`src/rtl/irq_pending_latch.sv`:
```
// Request-edge latch in front of the 16-input priority encoder.
// Holds sticky pending bits and offers the encoded winner as a grant.
module irq_pending_latch #(
  parameter int          N         = 16,
  parameter int          IDX_W     = 4,
  parameter logic [7:0]  NONE_CODE = 8'hF0
) (
  input  logic             clk,
  input  logic             rst,
  input  logic [N-1:0]     req_in,
  output logic [N-1:0]     pend_out,
  input  logic [7:0]       enc_code,
  output logic             grant_valid,
  input  logic             grant_ready,
  output logic [IDX_W-1:0] grant_idx,
  output logic [4:0]       pend_cnt,
  output logic             overflow
);

  typedef enum logic {
    IDLE  = 1'b0,
    OFFER = 1'b1
  } state_t;

  state_t           state_q;
  logic [N-1:0]     req_prev_q;
  logic [N-1:0]     pend_q;
  logic [N-1:0]     pend_d;
  logic             valid_q;
  logic [IDX_W-1:0] idx_q;
  logic             ovf_q;
  logic             ovf_d;

  logic [N-1:0]     rise;
  logic [N-1:0]     clr;
  logic             hs;
  logic             enc_ok;
  logic [4:0]       cnt;

  assign rise = req_in & ~req_prev_q;
  assign hs   = valid_q & grant_ready;
  assign clr  = hs ? ({{(N-1){1'b0}}, 1'b1} << idx_q)
                   : '0;

  // rise is OR-ed in last so a fresh edge beats the clear
  assign pend_d = (pend_q & ~clr) | rise;
  assign ovf_d  = ovf_q | (|(rise & pend_q & ~clr));

  assign enc_ok = (enc_code != NONE_CODE)
               && (enc_code[7:IDX_W] == '0)
               && pend_q[enc_code[IDX_W-1:0]];

  always_comb begin
    cnt = '0;
    for (int i = 0; i < N; i++) begin
      cnt = cnt + 5'(pend_q[i]);
    end
  end

  // line history reloads during reset too
  always_ff @(posedge clk) begin
    req_prev_q <= req_in;
  end

  always_ff @(posedge clk) begin
    if (rst) begin
      pend_q <= '0;
      ovf_q  <= 1'b0;
    end else begin
      pend_q <= pend_d;
      ovf_q  <= ovf_d;
    end
  end

  always_ff @(posedge clk) begin
    if (rst) begin
      state_q <= IDLE;
      valid_q <= 1'b0;
      idx_q   <= '0;
    end else begin
      unique case (state_q)
        IDLE: begin
          if (enc_ok) begin
            idx_q   <= enc_code[IDX_W-1:0];
            valid_q <= 1'b1;
            state_q <= OFFER;
          end
        end
        OFFER: begin
          if (grant_ready) begin
            valid_q <= 1'b0;
            state_q <= IDLE;
          end
        end
        default: begin
          valid_q <= 1'b0;
          state_q <= IDLE;
        end
      endcase
    end
  end

  assign pend_out    = pend_q;
  assign grant_valid = valid_q;
  assign grant_idx   = idx_q;
  assign pend_cnt    = cnt;
  assign overflow    = ovf_q;

endmodule
```
`config.mk`:
```
export PLATFORM = sky130hd
export DESIGN_NAME = irq_pending_latch
export DESIGN_NICKNAME = d
export VERILOG_FILES = /design/src/rtl/irq_pending_latch.sv
export SDC_FILE = /design/constraint.sdc
export NUM_CORES = 1
export LEC_CHECK = 0
export BUFFER_PORTS_ARGS = -buffer_cell sky130_fd_sc_hd__buf_2
export CAP_MARGIN = 25
export CORE_ASPECT_RATIO = 1.25
export CORE_MARGIN = 2
export CORE_UTILIZATION = 25
export CTS_CLUSTER_DIAMETER = 100
export CTS_CLUSTER_SIZE = 30
export DETAILED_ROUTE_END_ITERATION = 6
export PLACE_DENSITY = 0.45
export REMOVE_ABC_BUFFERS = 1
export SLEW_MARGIN = 20
export SYNTH_ARGS = -nofsm -noshare
export SYNTH_HDL_FRONTEND = slang
export SYNTH_SLANG_ARGS = --single-unit
```
`constraint.sdc`:
```
create_clock -name clk -period 4.95 [get_ports clk]
set_input_delay 0.7425 -clock clk [delete_from_list [all_inputs] [get_ports clk]]
set_output_delay 0.7425 -clock clk [all_outputs]
set_load 0.005 [all_outputs]
```
==> results.toml <==
[status]
outcome = "finished clean"

[layout]
nets = 311
area_delta_synth_final_pct = 21.22
final_common_cell = "buf_2"
layout_common_cells = "buf_2 (53), dfxtp_1 (39), inv_1 (28), a21oi_1 (25), nand2_1 (25)"
antennaDiodeCount = 0
final_cells = 365
drive_above_1_share_pct = 25.19

[clock_tree]
clk_pin_slew_ns = 0.08
cts_setup_buffers = 0
insertion_delay_ns = 0.29
ctsResizeCount = 0
h-tree-depth = 2
cts_buffers = 5
tritoncts = "yes"
cts_buffer_depth = 2
cts_root_buffer = "clkbuf_8"
cts_sinks = 39
hold_buffers = 0

[placed_design]
port-buffer-count = 53
gp_congestion = 0.7968
placedCellCount = 357
dp.final_hpwl_microns = 4233

[critical_path]
critPathLaunchType = "flip-flop"
rrSetupSlack_ns = 2.63
arrival_ns = 3.76
crit_fanout = 4
worstReg2RegEnd = "overflow"
endpoint_kind = "output port"
r2r-start = "grant_idx[2]"
cpPeakStageDelay_ns = 0.57
crit_chain = "inv_1 > fa_1 > fa_1 > fa_1 > fa_1 > inv_1 > ha_1 > a21o_1 > a21oi_1 > xnor2_1 > buf_2"
path_class = "flip-flop to output port"
slowest_stage = "fa_1"
required_ns = 4.21
path_common_cell = "fa_1"
r2r.worst_path.cells = 5

[flow_run]
maxCapViolCount = 0

[timing]
relSlewSlack_pct = 59.12
fin_crit_sh_pct = 90.92
worst_slew_pin_slew_ns = 0.5978
finalCriticalPeriod_ns = 4.501
slew_viol_final = 0
hold_viol_final = 0
max_freq_ghz = 0.2222
fin_worst_skew_ns = 0.002307
rsz0062_at_grt = "false"
tns_ns = 0
finalSetupViolations = 0

[yosys]
synth_area_leaders = "dfxtp_1 (39%), fa_1 (10%), a21oi_1 (6.2%)"
ys_warn_count = 0
syn_area_sq_um = 2004
synth_top_area_cell = "dfxtp_1"
seq_area_frac_synth_pct = 38.95
synth_cell_types = 36
ys_ff_latch = 39
synth_edf_count = 0
synth_top_cell_area_share_pct = 38.95
async_flop_share_pct = 0
ys.flop_type = "dfxtp_1"
synthCells = 218
syn_area_per_cell_sq_um = 9.195

[min_path]
worstHoldStart = "pend_out[14]"
worstHoldPathCells = 2
holdCritPathClass = "flip-flop to flip-flop"
hold_end = "pend_out[14]"

[floorplanning]
coreArea_sq_um = 7792
ios = 54
fp-row-count = 36
start_util_pct = 25.72
fp.dieH_microns = 104.1
chipWidth_microns = 84.09
dieArea_sq_um = 8755

[global_route]
grt_overflow = 0
grt_pass1_wl_microns = 8866
grt_pass1_vias = 1678
busiest_layer = "met2"
use_met1_pct = 15.92
globalRouteMet2Util_pct = 21.83
met3_usage_pct = 3.016
antenna_found_initial = 0
grtUsageTotal_pct = 12.88
grt_max_degree = 24

[drt]
drc = 0
vias = 1671
routedWlPerCell_microns = 14.80
drtPass1Iterations = 7
drt_iter0_markers = 126
ant_nets = 0
viasPerCell = 4.578
drt-total-wl_microns = 5401

[power]
cellLeakagePower_nw = 1.071
ir_worst_vdd_uv = 90.78
power_density_nw_per_um2 = 321.6
-- worst max-delay path by stage --
stage	to	from	slack [ns]	cells after the start
after global placement	pend_cnt[4]	pend_out[5]	0.78	12
after floorplan	pend_cnt[4]	pend_out[5]	1.01	11
final	pend_cnt[3]	pend_out[5]	0.45	11
after global routing	pend_cnt[4]	pend_out[5]	0.26	12
after CTS	pend_cnt[3]	pend_out[0]	0.43	11
after detailed placement	pend_cnt[3]	pend_out[0]	0.76	11
-- cell usage after synthesis, types with 2 or more instances --
cell type and n:
nor4_2 2, buf_2 2, dfxtp_1 39, o2111a_1 2, and3_1 2, a2111oi_0 2
ha_1 5, a311oi_1 4, nor2b_1 5, xnor2_1 2, o21ba_2 3, nand3_1 4
o21ai_0 4, nand3b_1 3, and4b_1 2, mux4_1 2, a21oi_1 25, clkbuf_1 6
nand2_1 25, a211oi_1 7, mux2_2 2, fa_1 10, nand2b_1 15, inv_1 28
nor2_1 6
-- state kept, by name (all words and copies together), names as in the netlist --
name	flops
grant_idx	4
grant_valid	1
overflow	1
pend_out	16
req_prev_q	16
state_q	1
-- where the power goes --
| group | internal [mW] | total, mW | switching, mW | leakage (nW) |
|---|---|---|---|---|
| Sequential | 0.331 | 0.343 | 0.0120 | 0.325 |
| Combinational | 0.111 | 0.227 | 0.115 | 0.704 |
| Clock | 0.0990 | 0.212 | 0.113 | 0.0422 |
-- critical path: cells and delay by family (launching register included) --
family,cells,cell delay (ns)
flops,1,0.41
fa+ha+maj,5,2.29
xor+xnor,1,0.13
compound gates,2,0.35
buf+inv,3,0.29
-- logic make-up after synthesis --
group / count (synthesis) / synth area share (%)
flip-flops: 39 / 38.95
adder cells (fa/ha/maj): 15 / 13.11
multiplexers: 4 / 3.745
buffers and inverters: 37 / 7.241
AO/OA/AOI/OAI: 51 / 16.48
AND/OR/NAND/NOR: 70 / 19.60
XOR/XNOR: 2 / 0.8741
-- cell type report --
cell class,instances,area (sq um)
Sequential cell,39,780.7
Clock buffer,7,76.32
Clock inverter,1,5.005
Timing Repair Buffer,53,265.3
Fill cell,836,5363
Multi-Input combinational cell,142,1079
Tap cell,95,118.9
Inverter,28,105.1
-- per-stage QoR --
step	utilization, %	hold slack [ns]	setup WS (ns)	total power [mW]	area, sq um
after detailed placement	30.14	0.4710	0.7590	0.5825	2349
final	31.18	0.4789	0.4494	0.7815	2430
after global routing	31.18	0.5151	0.2573	0.8371	2430
after global placement	30.14	0.4667	0.7812	0.5797	2349
after floorplan	-	0.4571	1.014	0.4933	1964
after CTS	31.18	0.4811	0.4312	0.7928	2430
-- layer usage --
metal	vias to the layer above	share of wire, %
li1	841	-
met1	772	44
met2	52	49
met3	6	5.6
met4	0	1.4
met5	-	0
Power figures use the tool's default switching activity.
